File: src/rtl/branch_tracker_pkg.sv
// -----------------------------------------------------------------------------
// branch_tracker_pkg
//
// Shared definitions for the in-order conditional-branch tracker:
//   - default tracker geometry (entry count log2, address width)
//   - width of the retired / mispredicted performance counters
//   - packed per-entry control record
//   - mispredict helper used at retirement
// -----------------------------------------------------------------------------
package branch_tracker_pkg;

    localparam int BT_DEPTH_WIDTH = 3;
    localparam int BT_ADDR_WIDTH  = 32;
    localparam int BT_CNT_WIDTH   = 32;

    // Per-entry control bits. The address fields live in separate arrays
    // because their width is a module parameter.
    typedef struct packed {
        logic valid;
        logic resolved;
        logic pred_taken;
        logic actual_taken;
    } entry_ctrl_t;

    // Bit positions of the fields when an entry_ctrl_t is viewed as a vector.
    localparam int BT_BIT_VALID        = 3;
    localparam int BT_BIT_RESOLVED     = 2;
    localparam int BT_BIT_PRED_TAKEN   = 1;
    localparam int BT_BIT_ACTUAL_TAKEN = 0;

    function automatic logic is_mispredict(input logic pred_taken,
                                           input logic actual_taken);
        return pred_taken != actual_taken;
    endfunction

endpackage

File: src/rtl/branch_tracker_fifo.sv
// -----------------------------------------------------------------------------
// branch_tracker_fifo
//
// Circular entry store for in-flight branches with head/tail/count tracking.
//
// Ports:
//   clk, rst_n      clock (rising edge), asynchronous active-low reset
//   alloc           write a new entry at the tail (dropped when full or clear)
//   alloc_addr      branch instruction address
//   alloc_pred      predicted direction
//   alloc_alt       PC of the non-predicted path
//   resolve         resolution strobe (ignored for invalid/resolved entries)
//   resolve_tag     entry being resolved
//   resolve_taken   actual direction
//   pop             retire the head entry (only asserted when head_ready)
//   clear           invalidate every entry and zero the pointers; wins over
//                   any alloc/resolve/pop in the same cycle
//   tail_tag        tag the next alloc will receive
//   full, empty     occupancy flags
//   head_ready      head entry is valid and resolved
//   head_addr/head_alt/head_pred/head_actual  head entry fields
// -----------------------------------------------------------------------------
module branch_tracker_fifo
    import branch_tracker_pkg::*;
#(
    parameter int DEPTH_WIDTH = BT_DEPTH_WIDTH,
    parameter int ADDR_WIDTH  = BT_ADDR_WIDTH
) (
    input  logic                   clk,
    input  logic                   rst_n,
    input  logic                   alloc,
    input  logic [ADDR_WIDTH-1:0]  alloc_addr,
    input  logic                   alloc_pred,
    input  logic [ADDR_WIDTH-1:0]  alloc_alt,
    input  logic                   resolve,
    input  logic [DEPTH_WIDTH-1:0] resolve_tag,
    input  logic                   resolve_taken,
    input  logic                   pop,
    input  logic                   clear,
    output logic [DEPTH_WIDTH-1:0] tail_tag,
    output logic                   full,
    output logic                   empty,
    output logic                   head_ready,
    output logic [ADDR_WIDTH-1:0]  head_addr,
    output logic [ADDR_WIDTH-1:0]  head_alt,
    output logic                   head_pred,
    output logic                   head_actual
);

    localparam int DEPTH = 1 << DEPTH_WIDTH;
    localparam logic [DEPTH_WIDTH:0]   FULL_COUNT = (DEPTH_WIDTH + 1)'(DEPTH);
    localparam logic [DEPTH_WIDTH:0]   COUNT_ONE  = (DEPTH_WIDTH + 1)'(1);
    localparam logic [DEPTH_WIDTH-1:0] PTR_ONE    = DEPTH_WIDTH'(1);

    entry_ctrl_t             ctrl     [DEPTH];
    logic [ADDR_WIDTH-1:0]   addr_mem [DEPTH];
    logic [ADDR_WIDTH-1:0]   alt_mem  [DEPTH];

    logic [DEPTH_WIDTH-1:0]  head;
    logic [DEPTH_WIDTH-1:0]  tail;
    logic [DEPTH_WIDTH:0]    count;
    logic [DEPTH_WIDTH:0]    count_next;

    logic                    alloc_ok;
    logic                    resolve_ok;
    entry_ctrl_t             resolve_entry;

    assign full     = (count == FULL_COUNT);
    assign empty    = (count == '0);
    assign tail_tag = tail;

    // A full tracker drops the alloc even when the head retires in the same
    // cycle: the decision uses the registered count only.
    assign alloc_ok      = alloc && !full && !clear;
    assign resolve_entry = ctrl[resolve_tag];
    assign resolve_ok    = resolve && resolve_entry.valid && !resolve_entry.resolved && !clear;

    assign head_ready  = ctrl[head].valid && ctrl[head].resolved;
    assign head_addr   = addr_mem[head];
    assign head_alt    = alt_mem[head];
    assign head_pred   = ctrl[head].pred_taken;
    assign head_actual = ctrl[head].actual_taken;

    always_comb begin
        count_next = count;
        if (alloc_ok && !pop) begin
            count_next = count + COUNT_ONE;
        end else if (!alloc_ok && pop) begin
            count_next = count - COUNT_ONE;
        end
    end

    // Control state. Alloc/resolve/pop never touch the same entry in one
    // cycle: alloc targets an invalid slot (tail != head unless full, and a
    // full tracker drops the alloc), resolve only hits valid unresolved slots,
    // and pop only hits the resolved head.
    always_ff @(posedge clk or negedge rst_n) begin
        if (!rst_n) begin
            head  <= '0;
            tail  <= '0;
            count <= '0;
            for (int i = 0; i < DEPTH; i++) begin
                ctrl[i] <= '0;
            end
        end else if (clear) begin
            head  <= '0;
            tail  <= '0;
            count <= '0;
            for (int i = 0; i < DEPTH; i++) begin
                ctrl[i].valid    <= 1'b0;
                ctrl[i].resolved <= 1'b0;
            end
        end else begin
            if (alloc_ok) begin
                ctrl[tail] <= '{valid: 1'b1, resolved: 1'b0,
                                pred_taken: alloc_pred, actual_taken: 1'b0};
                tail       <= tail + PTR_ONE;
            end
            if (resolve_ok) begin
                ctrl[resolve_tag].resolved     <= 1'b1;
                ctrl[resolve_tag].actual_taken <= resolve_taken;
            end
            if (pop) begin
                ctrl[head].valid    <= 1'b0;
                ctrl[head].resolved <= 1'b0;
                head                <= head + PTR_ONE;
            end
            count <= count_next;
        end
    end

    // Address payload is only meaningful while the matching valid bit is set,
    // so it carries no reset.
    always_ff @(posedge clk) begin
        if (alloc_ok) begin
            addr_mem[tail] <= alloc_addr;
            alt_mem[tail]  <= alloc_alt;
        end
    end

endmodule

File: src/rtl/branch_tracker.sv
// -----------------------------------------------------------------------------
// branch_tracker
//
// Tracks conditional branches from fetch/issue to commit. Branches are
// allocated in program order, resolved out of order by the ALU and retired
// in order, one per cycle. Retirement drives the predictor update interface;
// a mispredicted retirement also raises a one-cycle flush with the correct PC
// and empties the tracker.
//
// Ports:
//   clockIn            clock, rising edge
//   resetIn            asynchronous active-low reset
//   readyIn            global enable; 0 freezes all state (strobes drop to 0)
//   allocValid/allocAddr/allocPredTaken/allocAltPC   new branch
//   allocTag           tag given to this cycle's alloc (tail pointer)
//   full, empty        occupancy flags
//   resolveValid/resolveTag/resolveTaken             ALU resolution
//   updateValid/updateInstr/taken                    registered predictor update
//   flushOut/flushPC   registered mispredict flush and redirect target
//   branchCount        retired branches (wraps)
//   mispredictCount    retired mispredicted branches (wraps)
// -----------------------------------------------------------------------------
module branch_tracker
    import branch_tracker_pkg::*;
#(
    parameter int DEPTH_WIDTH = BT_DEPTH_WIDTH,
    parameter int ADDR_WIDTH  = BT_ADDR_WIDTH
) (
    input  logic                    clockIn,
    input  logic                    resetIn,
    input  logic                    readyIn,
    input  logic                    allocValid,
    input  logic [ADDR_WIDTH-1:0]   allocAddr,
    input  logic                    allocPredTaken,
    input  logic [ADDR_WIDTH-1:0]   allocAltPC,
    output logic [DEPTH_WIDTH-1:0]  allocTag,
    output logic                    full,
    output logic                    empty,
    input  logic                    resolveValid,
    input  logic [DEPTH_WIDTH-1:0]  resolveTag,
    input  logic                    resolveTaken,
    output logic                    updateValid,
    output logic [ADDR_WIDTH-1:0]   updateInstr,
    output logic                    taken,
    output logic                    flushOut,
    output logic [ADDR_WIDTH-1:0]   flushPC,
    output logic [BT_CNT_WIDTH-1:0] branchCount,
    output logic [BT_CNT_WIDTH-1:0] mispredictCount
);

    localparam logic [BT_CNT_WIDTH-1:0] CNT_ONE = BT_CNT_WIDTH'(1);

    logic                  head_ready;
    logic [ADDR_WIDTH-1:0] head_addr;
    logic [ADDR_WIDTH-1:0] head_alt;
    logic                  head_pred;
    logic                  head_actual;
    logic                  retire;
    logic                  mispredict;

    // Retirement looks only at registered entry state, so a resolve landing
    // at one edge retires at the following edge at the earliest.
    assign retire     = readyIn && head_ready;
    assign mispredict = retire && is_mispredict(head_pred, head_actual);

    branch_tracker_fifo #(
        .DEPTH_WIDTH (DEPTH_WIDTH),
        .ADDR_WIDTH  (ADDR_WIDTH)
    ) u_fifo (
        .clk           (clockIn),
        .rst_n         (resetIn),
        .alloc         (readyIn && allocValid),
        .alloc_addr    (allocAddr),
        .alloc_pred    (allocPredTaken),
        .alloc_alt     (allocAltPC),
        .resolve       (readyIn && resolveValid),
        .resolve_tag   (resolveTag),
        .resolve_taken (resolveTaken),
        .pop           (retire),
        .clear         (mispredict),
        .tail_tag      (allocTag),
        .full          (full),
        .empty         (empty),
        .head_ready    (head_ready),
        .head_addr     (head_addr),
        .head_alt      (head_alt),
        .head_pred     (head_pred),
        .head_actual   (head_actual)
    );

    // Update/flush outputs and performance counters. The payload outputs hold
    // their last value between strobes.
    always_ff @(posedge clockIn or negedge resetIn) begin
        if (!resetIn) begin
            updateValid     <= 1'b0;
            updateInstr     <= '0;
            taken           <= 1'b0;
            flushOut        <= 1'b0;
            flushPC         <= '0;
            branchCount     <= '0;
            mispredictCount <= '0;
        end else if (!readyIn) begin
            updateValid <= 1'b0;
            flushOut    <= 1'b0;
        end else begin
            updateValid <= retire;
            flushOut    <= mispredict;
            if (retire) begin
                updateInstr <= head_addr;
                taken       <= head_actual;
                branchCount <= branchCount + CNT_ONE;
            end
            if (mispredict) begin
                flushPC         <= head_alt;
                mispredictCount <= mispredictCount + CNT_ONE;
            end
        end
    end

endmodule

File: config.mk
export PLATFORM = sky130hd
export DESIGN_NAME = branch_tracker
export DESIGN_NICKNAME = d
export VERILOG_FILES = /design/src/rtl/branch_tracker_pkg.sv /design/src/rtl/branch_tracker_fifo.sv /design/src/rtl/branch_tracker.sv
export SDC_FILE = /design/constraint.sdc
export NUM_CORES = 1
export LEC_CHECK = 0
export ABC_AREA = 1
export ABC_CLOCK_PERIOD_IN_PS = 8900
export CORE_ASPECT_RATIO = 1.1
export CORE_MARGIN = 2
export CORE_UTILIZATION = 43
export DETAILED_ROUTE_END_ITERATION = 8
export MAX_ROUTING_LAYER = met4
export PLACE_DENSITY = 0.69
export SLEW_MARGIN = 0
export SYNTH_ARGS = -nofsm -noshare
export SYNTH_HDL_FRONTEND = slang
export SYNTH_SLANG_ARGS = --single-unit
export TNS_END_PERCENT = 30
File: constraint.sdc
create_clock -name clockIn -period 8.9 [get_ports clockIn]
set_clock_uncertainty 0.2 [all_clocks]
set_input_delay 1.335 -clock clockIn [delete_from_list [all_inputs] [get_ports clockIn]]
set_output_delay 1.335 -clock clockIn [all_outputs]
set_load 0.1 [all_outputs]
==> results by group, run 1 <==
Clock tree
  • Clock network latency to the later pin of the worst-skew pair: 0.61 ns
  • Maximum clock insertion buffer count: 3
  • Post-CTS Hold Fix Bufs: 0
  • Number of buffers inserted to repair setup after CTS: 0
  • Post-CTS clock slew at the launch and capture registers of the worst setup and hold paths: 0.06 ns
  • Cts repair resizes: 0
  • TritonCTS buffer count: 72
  • H-tree levels: 3
  • Clock tree from TritonCTS: built
  • # clock sinks: 685
  • CTS Root Cell: clkbuf_16

Floorplan
  • Vertical extent of the die: 268 µm
  • Io pins: 210
  • Overall die width: 244 µm
  • Core outline area: 62,500 µm²
  • Area of the die: 65,300 µm²
  • Site Rows: 96
  • Initial core utilization: 43.6%

Drt
  • Total wire length: 69,400 µm
  • Number of violations reported at the end of detailed-routing iteration 0: 1,497
  • Wirelength per Cell: 21.0 µm
  • Antenna-violating nets left: 0
  • Via count normalized by instance count: 5.39
  • DRT Pass-1 Iters: 5
  • Count of unresolved DRC violations after routing: 0
  • Count of vias placed by the detailed router: 17,800

Cells and area
  • Fill cell instance count of the final layout: 5,273
  • Register area: 19,700 µm²
  • Commonest cells after routing, fill and taps aside: nand2_1 (682), edfxtp_1 (512), clkdlybuf4s50_1 (208)
  • Area taken by multi-input logic gates: 6620 µm²
  • Most frequent standard cell in the layout excluding fill and tap cells: nand2_1
  • Layout cell share with drive strength beyond 1: 6.66%
  • Area grow syn2layout: 19.2%
  • Nets@finish: 2,490

Worst setup path
  • Most numerous cell on the critical path: nand2_1
  • Crit-path max FO: 69
  • Worst endpoint data arrival time: 4.46 ns
  • Slowest stage delay, CP: 0.81 ns
  • Worst Path Class, Setup: reg2reg
  • Startpoint type of the worst setup path: flop
  • CP Cell Sequence: inv_2 > nand2_1 > nand2_1 > nand2_1 > nand2_1 > nand2_1 > nand2_1 > nand2_1 > nor2_4 > nand2_4 > nand3_4 > clkinv_2 > buf_4
  • Required time of the critical path: 8.92 ns
  • Critical Path End Type: flop
  • Library cell contributing the largest single delay on the critical path: dfrtp_1

Synth
  • Number of synthesis warnings: 0
  • Mean post-synth cell area: 12.4 µm²
  • Synthesis-stage register bit count: 685
  • Post-Syn Nets: 2,277
  • Number of cells produced by synthesis: 2,196
  • EDFF count, synth: 512
  • Syn Std Cell Area: 27,200 µm²
  • Async SR Flop Fraction: 25.3%
  • Fraction of the yosys area taken by sequential cells: 72.4%
  • Post-synth top flop: edfxtp_1
  • Unique cell type count in the Yosys netlist: 41

Global route
  • Largest net degree at the start of global routing: 106
  • Leftover overflow at the end of global routing: 0
  • Vias in the first global route: 17,900
  • Global Route Usage Sum: 21.8%
  • Global-route wire length before repair: 106,000 µm
  • Number of antenna violations at the first check in global routing: 10

Power
  • Static leakage: 12.2 nW
  • IR Drop Worst-Case VDD: 0.000269 V
  • Cell area power density: 330 nW/µm²
  • Total net switching power: 4.17 mW
  • Sw frac: 39.0%
  • Clock group share of total power: 28.0%
  • Part of the total power dissipated in combinational logic: 33.0%
  • Fraction of power consumed by sequential logic: 39.0%
  • Internal power consumption: 6.53 mW

Place
  • Placement-stage worst setup slack: 4.13 ns
  • Total half-perimeter wirelength after legalization and detailed placement: 40,400 µm
  • Number of buffers inserted by port buffering: 209
  • Final weighted congestion of routability-driven global placement: 0.920

STA
  • Final Critical Period: 4.44 ns
  • Max Clock Freq: 225 MHz
  • Sum of negative setup slack: 0 ns
  • WHS: 0.277 ns
  • Setup slack after layout: 4.46 ns
  • Unrepaired setup endpoints after global routing: no
  • Transition at the pin with the smallest max-transition slack: 1.16 ns
  • Rel. slew slack: 22.8%
  • Final hold viol count: 0
  • Number of failing setup endpoints in the final timing report: 0
  • Slew Limit Fails: 0
  • Fin crit share: 49.9%

Job
  • Max Cap Violations: 0

Status
  • Run status: finished, final reports clean

Min path
  • Path type of the worst min-delay path: reg2reg
[per-stage QoR]
step | std cells | power, mW | cell area (µm²) | utilization [%]
6_report | 3309 | 10.7 | 32400 | 52.0
5_1_grt | 3307 | 11.2 | 32400 | 51.9
2_1_floorplan | 2196 | 6.72 | 27200 | -
3_3_place_gp | 3168 | 7.73 | 30100 | 48.1
3_5_place_dp | 3168 | 7.79 | 30100 | 48.1
4_1_cts | 3297 | 10.8 | 32400 | 51.9
[synth_stat cells (all sizes together), types with 11 or more instances]
cell type	count	area (µm²)
a21oi	30	150
a221oi	78	683
a22oi	48	360
a31oi	19	119
buf	46	300
clkbuf	44	166
dfrtp	173	4330
edfxtp	512	15400
inv	115	434
nand2	685	2580
nand3	67	435
nand3b	11	82.6
nand4	66	413
nor2	116	460
nor3	30	161
o21a	11	82.6
o21ai	48	240
xnor2	18	158
xor2	44	385
[critical path, delay by kind of cell, from the launching register on]
family,cells,cell delay [ns]
buffers and inverters,3,1.48
flip-flops,1,0.81
AND/OR/NAND/NOR,10,1.46
[registers in the layout, summed over array words and instances, names as in the netlist, 4 cells and up, named ones only]
signal,cells
mispredictCount,32
u_fifo.addr_mem,256
branchCount,32
u_fifo.ctrl,24
updateInstr,32
flushPC,32
u_fifo.count,4
u_fifo.alt_mem,256
[kinds of logic (layout without fill, tap and decap cells)]
logic type / count (synthesis) / count (layout) / synth area share [%]
and+or+nand+nor: 988 / 988 / 15.5
AOI/OAI and AO/OA: 247 / 247 / 6.43
adders and majority gates: 7 / 7 / 0.349
xor gates and xnor gates: 62 / 62 / 1.99
DFF: 685 / 685 / 72.4
other: 0 / 12 / 0
buffers and inverters: 207 / 475 / 3.34
[routing by layer]
metal / GRT usage (%) / vias up / part of all wire [%]
li1: - / 8226 / -
met1: 27.1 / 8870 / 42
met2: 36.1 / 650 / 50
met3: 4.33 / 95 / 6.8
met4: 6.84 / 0 / 1.8
met5: - / - / 0
[power groups by stage]
stage	combinational [mW]	clock, mW	sequential (mW)
6_report	3.53	3.00	4.17
5_1_grt	3.76	3.18	4.21
4_1_cts	3.57	3.05	4.17
3_5_place_dp	3.56	0	4.23
3_3_place_gp	3.51	0	4.22
2_1_floorplan	1.37	0	5.34
[worst paths after layout]
path                                       startpoint                          endpoint  slack (ns)  depth (start not counted)
max in group asynchronous                     resetIn        updateInstr[1]$_DFFE_PN0P_        6.37                          2
setup reg to reg           u_fifo.head[0]$_DFFE_PN0P_  u_fifo.addr_mem[4][31]$_DFFE_PP_        4.46                         13
min in group asynchronous                     resetIn       u_fifo.count[3]$_DFFE_PN0P_        0.63                          1
setup / recovery           u_fifo.head[0]$_DFFE_PN0P_  u_fifo.addr_mem[4][31]$_DFFE_PP_        4.46                         13
hold / removal                 flushPC[6]$_DFFE_PN0P_            flushPC[6]$_DFFE_PN0P_        0.28                          2
hold reg to reg                flushPC[6]$_DFFE_PN0P_            flushPC[6]$_DFFE_PN0P_        0.28                          2
[cell type report]
type / instances / share of cell area (%)
Antenna cell: 12 / 0.0925
Clock buffer: 88 / 5.96
Clock inverter: 41 / 1.31
Inverter: 117 / 1.40
Multi-Input combinational cell: 1304 / 20.4
Sequential cell: 685 / 60.7
Tap cell: 833 / 3.21
Timing Repair Buffer: 229 / 6.92
Note: power is estimated with default switching activity, not from simulation.
==> run 2: changes to the inputs <==
ABC_CLOCK_PERIOD_IN_PS = 4100   (was 8900)
clock period = 4.1 ns   (was 8.9 ns; I/O delays follow)
==> results by group, run 2 (synthesis results as in run 1) <==
Status
  • Run status: finished, final reports clean

Drt
  • Antenna-violating nets left: 0
  • Via count normalized by instance count: 5.41
  • Count of unresolved DRC violations after routing: 0
  • Wirelength per Cell: 21.2 µm
  • Count of vias placed by the detailed router: 18,000
  • Number of violations reported at the end of detailed-routing iteration 0: 1,356
  • Total wire length: 70,600 µm
  • DRT Pass-1 Iters: 7

STA
  • Fin crit share: 81.5%
  • Unrepaired setup endpoints after global routing: no
  • Final hold viol count: 0
  • Max Clock Freq: 299 MHz
  • Rel. slew slack: 22.7%
  • Final Critical Period: 3.34 ns
  • Sum of negative setup slack: 0 ns
  • WHS: 0.280 ns
  • Transition at the pin with the smallest max-transition slack: 1.16 ns
  • Number of failing setup endpoints in the final timing report: 0
  • Slew Limit Fails: 0

Clock tree
  • Post-CTS clock slew at the launch and capture registers of the worst setup and hold paths: 0.06 ns
  • Maximum clock insertion buffer count: 3
  • H-tree levels: 3
  • CTS Root Cell: clkbuf_16
  • Cts repair resizes: 0
  • Clock tree from TritonCTS: built
  • # clock sinks: 685
  • Clock network latency to the later pin of the worst-skew pair: 0.60 ns
  • TritonCTS buffer count: 70
  • Number of buffers inserted to repair setup after CTS: 0

Worst setup path
  • Worst endpoint data arrival time: 2.53 ns
  • CP Cell Sequence: inv_1 > nand2_1 > nor3_1 > clkdlybuf4s50_1
  • Crit-path max FO: 4
  • Worst Path Class, Setup: reg2out
  • Startpoint type of the worst setup path: flop
  • Required time of the critical path: 3.28 ns
  • Largest delay contributor family on the critical path: buffers and inverters
  • Critical Path End Type: primary output
  • Worst-case register-to-register setup slack: 0.78 ns
  • Buffering stage count on the worst path with inverters included: 2
  • Library cell contributing the largest single delay on the critical path: clkdlybuf4s50_1
  • Slowest stage delay, CP: 1.16 ns

Cells and area
  • Nets@finish: 2,511
  • Post-route standard cell area excluding fillers: 32,800 µm²
  • Layout cell share with drive strength beyond 1: 7.80%
  • Commonest cells after routing, fill and taps aside: nand2_1 (682), edfxtp_1 (512), clkdlybuf4s50_1 (207)
  • Most frequent standard cell in the layout excluding fill and tap cells: nand2_1
  • Largest registers: u_fifo.addr_mem x256, u_fifo.alt_mem x256
  • Post-route core utilization: 52.5%
  • Finished Layout Cells: 3,327
  • Area grow syn2layout: 20.4%

Place
  • Cells after DPL: 3,190
  • Number of buffers inserted by port buffering: 209
  • Total half-perimeter wirelength after legalization and detailed placement: 43,700 µm
  • Final weighted congestion of routability-driven global placement: 0.953
  • Total cell area at the placement stage: 30,500 µm²

Floorplan
  • Io pins: 210
  • Site Rows: 96
  • Overall die width: 244 µm
  • Vertical extent of the die: 268 µm
  • Initial core utilization: 43.6%
  • Core outline area: 62,500 µm²
  • Area of the die: 65,300 µm²

Power
  • Static leakage: 12.4 nW
  • IR Drop Worst-Case VDD: 0.000632 V
  • Cell area power density: 710 nW/µm²

Job
  • Max Cap Violations: 0

Global route
  • Vias in the first global route: 18,500
  • Global Route Usage Sum: 22.3%
  • Largest net degree at the start of global routing: 108
  • Leftover overflow at the end of global routing: 0
  • Number of antenna violations at the first check in global routing: 7
  • Global-route wire length before repair: 109,000 µm

Min path
  • Path type of the worst min-delay path: reg2reg
[run 2: cell types whose count changed in the layout (fill, tap and decap cells not counted), moves of 4 or more]
cell | before | now
buf_4 | 20 | 26
inv_4 | 2 | 9
buf_12 | 0 | 17
clkbuf_8 | 6 | 10
bufinv_16 | 8 | 4
diode_2 | 12 | 7
clkinv_1 | 18 | 10
[run 2: layout make-up]
type / count / area (µm²)
clock inverter: 35 / 312
clock buffer: 94 / 2000
timing repair buffer: 252 / 2630
multi-input combinational: 1304 / 6620
inverter: 117 / 463
sequential: 685 / 19700
tap: 833 / 1040
antenna: 7 / 17.5
fill: 5266 / 29700
[run 2: power breakdown]
group	internal (mW)	switching [mW]
logic	2.01	5.88
registers	8.42	0.614
clock network	3.69	2.67
[run 2: per-stage QoR]
stage	worst slack, ns	power, mW
final	0.760	23.3
after global routing	0.506	24.3
after CTS	0.709	23.4
after detailed placement	0.740	17.1
after global placement	0.801	17.0
after floorplan	0.00467	14.6
[run 2: per-layer routing]
layer  part of all wire (%)  up-vias  GRT usage (%)
met4                    2.6        0           7.73
met3                    6.2      118           4.09
li1                       -     8268              -
met2                     49      619           36.6
met1                     42     9010           28.1
met5                      0        -              -
[run 2: final timing paths]
check                                                  end  depth (start not counted)                         from
max in group asynchronous       branchCount[2]$_DFFE_PN0P_                          3                      resetIn
hold / removal                 updateInstr[28]$_DFFE_PN0P_                          2  updateInstr[28]$_DFFE_PN0P_
setup reg to reg           u_fifo.alt_mem[1][22]$_DFFE_PP_                         15   u_fifo.head[0]$_DFFE_PN0P_
setup / recovery                                     empty                          4  u_fifo.count[0]$_DFFE_PN0P_
min in group asynchronous      u_fifo.count[2]$_DFFE_PN0P_                          2                      resetIn
hold reg to reg                updateInstr[28]$_DFFE_PN0P_                          2  updateInstr[28]$_DFFE_PN0P_
[run 2: tightest hold or removal path, delay by kind of cell, from the launching register on]
kind / cells / cell delay, ns
AND/OR/NAND/NOR: 2 / 0.11
flip-flops: 1 / 0.34
[run 2: repair_timing]
action,in CTS,in global routing
hold buffers,1,0
setup endpoints to repair,0,0
hold endpoints to repair,19,0
